<file path="config.mk">
export PLATFORM = sky130hd
export DESIGN_NAME = branch_resolver
export DESIGN_NICKNAME = d
export VERILOG_FILES = /design/src/rtl/branch_resolver.sv
export SDC_FILE = /design/constraint.sdc
export NUM_CORES = 1
export LEC_CHECK = 0
export CELL_PAD_IN_SITES_DETAIL_PLACEMENT = 1
export CELL_PAD_IN_SITES_GLOBAL_PLACEMENT = 1
export CORE_ASPECT_RATIO = 0.7
export CORE_MARGIN = 2
export CORE_UTILIZATION = 31
export CTS_BUF_LIST = sky130_fd_sc_hd__clkbuf_8
export CTS_CLUSTER_SIZE = 10
export DETAILED_ROUTE_END_ITERATION = 8
export PLACE_DENSITY_LB_ADDON = 0.15
export SYNTH_ARGS = -nofsm -noshare
export SYNTH_HDL_FRONTEND = slang
export SYNTH_SLANG_ARGS = --single-unit
</file>
<file path="constraint.sdc">
create_clock -name clk -period 1.9 [get_ports clk]
set_input_delay 0.19 -clock clk [delete_from_list [all_inputs] [get_ports clk]]
set_output_delay 0.19 -clock clk [all_outputs]
set_load 0.02 [all_outputs]
</file>
<file path="src/rtl/branch_resolver.sv">
// Execute-side resolver for the single control instruction the dispatch stall FSM waits on.
// Watches the CDB for its tag and issues solved pulses plus fetch redirect / IFQ flush.
module branch_resolver #(
  parameter int TAG_W = 6,
  parameter int XLEN  = 32
) (
  input  logic             clk,
  input  logic             rst,
  input  logic             disp_branch,
  input  logic             disp_jalr,
  input  logic [TAG_W-1:0] disp_tag,
  input  logic [XLEN-1:0]  disp_pc,
  input  logic             cdb_valid,
  input  logic [TAG_W-1:0] cdb_tag,
  input  logic             cdb_taken,
  input  logic [XLEN-1:0]  cdb_target,
  output logic             branch_solved,
  output logic             jalr_solved,
  output logic             redirect_valid,
  output logic [XLEN-1:0]  redirect_pc,
  output logic             ifq_flush,
  output logic             busy,
  output logic             protocol_err
);

  localparam logic [1:0] IDLE      = 2'd0;
  localparam logic [1:0] WAIT_BR   = 2'd1;
  localparam logic [1:0] WAIT_JALR = 2'd2;

  logic [1:0]       state;
  logic [TAG_W-1:0] tag_q;
  logic [XLEN-1:0]  pc_q;
  logic             match;

  assign match = cdb_valid && (cdb_tag == tag_q);
  assign busy  = (state != IDLE);

  always_ff @(posedge clk) begin
    if (!rst) begin
      state          <= IDLE;
      tag_q          <= '0;
      pc_q           <= '0;
      branch_solved  <= 1'b0;
      jalr_solved    <= 1'b0;
      redirect_valid <= 1'b0;
      redirect_pc    <= '0;
      ifq_flush      <= 1'b0;
      protocol_err   <= 1'b0;
    end else begin
      branch_solved  <= 1'b0;
      jalr_solved    <= 1'b0;
      redirect_valid <= 1'b0;
      ifq_flush      <= 1'b0;
      case (state)
        IDLE: begin
          // CDB traffic is ignored here, even alongside a dispatch
          if (disp_branch) begin
            tag_q <= disp_tag;
            pc_q  <= disp_pc;
            state <= WAIT_BR;
            if (disp_jalr) protocol_err <= 1'b1;
          end else if (disp_jalr) begin
            tag_q <= disp_tag;
            pc_q  <= disp_pc;
            state <= WAIT_JALR;
          end
        end
        WAIT_BR: begin
          if (disp_branch || disp_jalr) protocol_err <= 1'b1;
          if (match) begin
            state         <= IDLE;
            branch_solved <= 1'b1;
            if (cdb_taken) begin
              redirect_valid <= 1'b1;
              ifq_flush      <= 1'b1;
              redirect_pc    <= cdb_target;
            end else begin
              redirect_pc <= pc_q + XLEN'(4);
            end
          end
        end
        WAIT_JALR: begin
          if (disp_branch || disp_jalr) protocol_err <= 1'b1;
          if (match) begin
            state          <= IDLE;
            jalr_solved    <= 1'b1;
            redirect_valid <= 1'b1;
            ifq_flush      <= 1'b1;
            redirect_pc    <= {cdb_target[XLEN-1:1], 1'b0};
          end
        end
        default: state <= IDLE;
      endcase
    end
  end

endmodule

</file>
---- Word-level counts from Yosys, hierarchy flattened ----
Index checks and enable logic that the tools add are counted.
word-level totals
  output and inout bits ................... 38
  bits in registers ....................... 76
  word-level logic and storage cells ...... 53
  input bits .............................. 82
cells by class
  multiplexer cells ....................... 20
  reduce and logical (&&, ||, !) cells .... 14
  equal/unequal tests ..................... 10
  add/sub/neg operators ................... 1
operator list
  kind                                           count
  two-way mux 32 bit                             5
  case mux 32 bit (2 select lines)               1
  adder 32 x 3 -> 32 bit, second input constant  1
  two-way mux 6 bit                              2
  != test 2 bit, second input constant           4
  AND reduction 2 bit                            4
  nonzero test 2 bit                             4
  == test 6 bit                                  1
  two-way mux 1 bit                              6
  two-way mux 2 bit                              3
  != test 2 x 1 -> 1 bit, second input constant  2
  case mux 1 bit (2 select lines)                2
  case mux 2 bit (2 select lines)                1
  AND reduction 4 bit                            1
  != test 3 bit, second input constant           1
  AND reduction 3 bit                            1
  == test 2 x 1 -> 1 bit, second input constant  1
  == test 2 bit, second input constant           1
  logical NOT 2 bit                              1
  OR reduction 2 bit                             1
  logical AND 1 bit                              1
  logical OR 1 bit                               1

---- Logic depth before layout (Yosys ltp) ----
  word-level depth ........................ 4
  mapped depth ............................ 9
  gate-level depth less buffers ........... 7

---- Worst setup path before layout ----
Ideal clock, no wire load.
  kind .................................... register to register
  start ................................... register state[0]
  end ..................................... register redirect_pc[20]
  arrival time ............................ 1.662 ns
  path buffers ............................ 2
  cell stages (with the launch flop) ...... 8
  required time ........................... 1.765 ns
  library setup time ...................... 0.135 ns
  period minus slack after synthesis ...... 1.797 ns
  path slack .............................. 0.103 ns
  cells stage by stage .................... dfxtp_1 > inv_1 > ha_1 > or2_2 > clkbuf_1 > clkbuf_1 > o311ai_0 > o21ai_0
between the ends
  cells in the longest elaborated chain, start to end .. 3
  elaborated cells between the ends (all ways) .. 7
  classes of those cells .................. eq/ne: 4; mux: 1; reduce/logical: 2
ends and longest elaborated chain
  element                                                               RTL line  RTL
  start, declared                                                       30        logic [1:0] state;
  start signal, assigned                                                40        state <= IDLE;
  start signal, assigned                                                60        state <= WAIT_BR;
  start signal, assigned                                                65        state <= WAIT_JALR;
  == test 2 x 1 -> 1 bit or == test 2 bit (tied branches)               54        case (state)
  != test 2 bit (no source line) or nonzero test 2 bit (tied branches)  --
  AND reduction 3 bit (no source line)                                  --
  end signal, assigned                                                  76        redirect_pc <= cdb_target;
  end signal, assigned                                                  78        redirect_pc <= pc_q + XLEN'(4);
  end signal, assigned                                                  89        redirect_pc <= {cdb_target[XLEN-1:1], 1'b0};
  end, declared                                                         20        output logic [XLEN-1:0] redirect_pc,
Parallel ways exist; a longest one is shown, timed or not.
A chain may end at the register's enable or synchronous reset.

---- Worst setup path after layout ----
  start ................................... register state[0]
  end ..................................... output busy
between the ends
  cells in the longest elaborated chain, start to end .. 1
ends and longest elaborated chain
  element             RTL line  RTL
  nonzero test 2 bit  36        assign busy = (state != IDLE);
  end, declared       22        output logic busy,
Every way passes these cells.

==> key figures <==
CTS
  – CTS Root Cell: clkbuf_8
  – Worst-path clk slew: 80 ps
  – Worst skew pair latency: 360 ps
  – H-tree depth: 3
  – CTS tree: built
  – # hold bufs at CTS: 0
  – Max Root-Sink Buffers: 2
  – TritonCTS Buffers: 9
  – Clock sink total: 76

Logic synthesis
  – Yosys top cell area share: 0.4029
  – Post-synthesis sequential area ratio: 0.4029
  – Main synth FF type: dfxtp_1
  – Largest cells by area after synthesis: dfxtp_1 (40%), nand2_1 (11%), a21oi_1 (6.9%)
  – Mapped Cells: 483
  – Avg Cell Area, Syn: 7.818 um^2
  – Area leader, netlist: dfxtp_1
  – Async S/R FF share, synth: 0
  – Synth Warn #: 0
  – Post-synthesis cell area: 0.003776 mm^2
  – Synthesized Nets: 569
  – Flops & latches, synth: 76
  – Netlist cell types: 56
  – Number of synthesized flops with an enable pin: 0

Worst setup path
  – CP most frequent cell: inv_1
  – Slowest cell on the critical path: dfxtp_1
  – Top cell family by delay on the critical path: buffers and inverters
  – CP Class: reg2out
  – Worst path bufs/invs: 3
  – Top fanout value on the critical path: 5
  – Worst setup EP type: output pin
  – Data required, critical path: 1710 ps
  – CP Cell Sequence: inv_1, ha_1, inv_1, dlygate4sd2_1
  – WP data arrival: 1630 ps
  – CP peak stage delay: 370 ps
  – Startpoint types: register

Drt
  – Antenna Nets Post-Route: 0
  – DR iter-0 viols: 247
  – Via/cell ratio: 5.230
  – Post-route DRC: 0
  – Initial DRT Pass Iterations: 4
  – Drt total wl: 13850 um
  – Total number of vias: 4064
  – Wire length per cell: 17.82 um

Pwr
  – Worst vdd rail ir drop: 0.0003980 V
  – Leakage: 2.015 nW
  – Pwr/cell area: 792.1 mW/mm^2

Placed design
  – Hpwl dp: 10080 um
  – Final RePlAce weighted congestion: 0.8197
  – IO Port Bufs: 119
  – Inst Count DP: 761

Global routing
  – Largest net degree at the start of global routing: 49
  – Initial antenna violation count: 0
  – First-pass GRT wire length: 21470 um
  – Grt ovf: 0
  – Overall global routing resource usage: 0.2129
  – Vias in the first global route: 4050

Timing
  – Top achievable clock speed: 0.5488 GHz
  – RSZ-0062 raised after global routing: no
  – Fin crit share: 0.9591
  – Relative slew slack: 0.7032
  – Least-Margin Pin Slew: 439.5 ps
  – Final hold viol count: 0
  – Setup TNS Final: 0 ps
  – Slew Viols, Final: 0
  – Final Critical Period: 1822 ps
  – Setup Skew: 6.103 ps
  – Final setup violation count: 0

Floorplan
  – Num ports: 120
  – Initial core utilization: 0.3198
  – Die span in x: 135.9 um
  – Core area: 0.01181 mm^2
  – # rows: 33
  – Chip height: 96.34 um
  – Die ar.: 0.01309 mm^2

Final layout
  – # diodes: 0
  – FILL cells: 1420
  – Area growth, synth to finish: 49.47%
  – Share of cells above drive strength 1: 0.1306
  – Nets: 703
  – Non-Filler Instances: 777

Hold path
  – Worst Hold Class: in2reg

Outcome
  – Outcome: finished clean

Job
  – Max cap viols: 0
worst paths after layout:
check / cells after the start / start / to / slack (ps)
max reg2reg: 6 / pc_q[16]$_SDFFE_PN0P_ / redirect_pc[19]$_SDFFE_PN0P_ / 110
min: 3 / disp_pc[7] / pc_q[7]$_SDFFE_PN0P_ / 360
min reg2reg: 2 / pc_q[1]$_SDFFE_PN0P_ / pc_q[1]$_SDFFE_PN0P_ / 470
max: 4 / state[0]$_SDFFE_PN0P_ / busy / 80
power by group:
| group | internal [mW] | switching, mW | leakage (nW) |
|---|---|---|---|
| registers | 1.74 | 0.141 | 0.621 |
| clock network | 0.658 | 0.612 | 0.102 |
| logic | 0.594 | 0.727 | 1.29 |
| total | 2.99 | 1.48 | 2.02 |
synthesized netlist by cell type, types with 6 or more instances:
cell type and number:
a21oi_1 52, and3_1 10, nand4_1 11, nand3_1 13, o32ai_1 7, nand2b_1 6
dfxtp_1 76, o21ai_0 16, buf_2 7, o22ai_1 8, nand2_1 113, nor2_1 26
o211ai_1 16, clkbuf_1 23, nor3_1 16, xnor2_1 18
registers in the layout, indices dropped and copies added (netlist names):
name and cells:
jalr_solved 1, branch_solved 1, tag_q 6, pc_q 32
ifq_flush 1, redirect_pc 32, state 2, protocol_err 1
through the flow:
step	instance area [um^2]	hold slack [ps]	total power, mW	worst slack (ps)	util
floorplan	3776	326.0	2.577	103.3	-
global placement	5363	445.6	3.179	51.82	0.4541
detailed placement	5363	458.8	3.220	-57.34	0.4541
CTS	5553	357.7	4.478	33.39	0.4702
global route	5644	360.4	4.742	4.327	0.4780
finish	5644	362.7	4.471	77.77	0.4780
per-layer routing:
layer  wire length [um]  global-route usage
met1               6765              0.2917
met2               6222              0.3401
met3                735             0.04950
met4                127             0.05122
met5                  0                   0
timing repair:
item / CTS / global route
cloned: 0 / 1
pin swaps: 0 / 1
endpoints found under the setup margin: 3 / 29
gates resized for setup: 2 / 14
buffers inserted: 0 / 1
final cells by class:
cell class	count	area (um^2)	area share
multi-input cells	368	2150	0.3808
repair buffers	158	1570	0.2782
flip-flops and latches	76	1523	0.2698
well taps	157	196.4	0.03480
clock buffers	11	151.4	0.02682
clock inverters	3	38.79	0.006872
inverters	4	15.01	0.002660
cells by family (layout without fill, tap and decap cells):
logic type / Yosys count / count (layout) / share of synthesized area
AND/OR/NAND/NOR: 218 / 218 / 0.2783
XOR/XNOR: 20 / 20 / 0.04639
flip-flops: 76 / 76 / 0.4029
buffers and inverters: 39 / 176 / 0.04506
AO/OA/AOI/OAI: 123 / 123 / 0.2058
multiplexers: 3 / 3 / 0.008284
adder cells (fa/ha/maj): 4 / 4 / 0.01325
placed cells by master, fill, tap and decap left out, types with 2 or more instances in the layout:
cell type and n:
xnor2_1 18, mux2i_1 2, o22ai_1 8, o31a_1 2
buf_4 31, nor2_1 24, a21boi_0 2, nand2b_1 6
o32ai_2 2, ha_1 3, and4_4 2, buf_12 5
clkbuf_8 11, o32ai_1 5, and3_2 3, nand3_4 3
nand3_1 13, nand4_1 11, xor2_1 2, nand2_1 113
and4_1 4, buf_6 2, a21oi_1 52, a311oi_1 2
clkdlybuf4s50_1 118, o21a_1 5, and3_1 9, dfxtp_1 75
inv_1 4, o211ai_1 16, o21ai_0 14, a31oi_1 2
nor3_1 15, nor2_2 2, nor4_2 2
tightest hold or removal path, cell delays in order:
cell             delay [ps]
clkdlybuf4s50_1         390
nand2_1                  50
a21oi_1                  50
(Power assumes the default switching activity.)
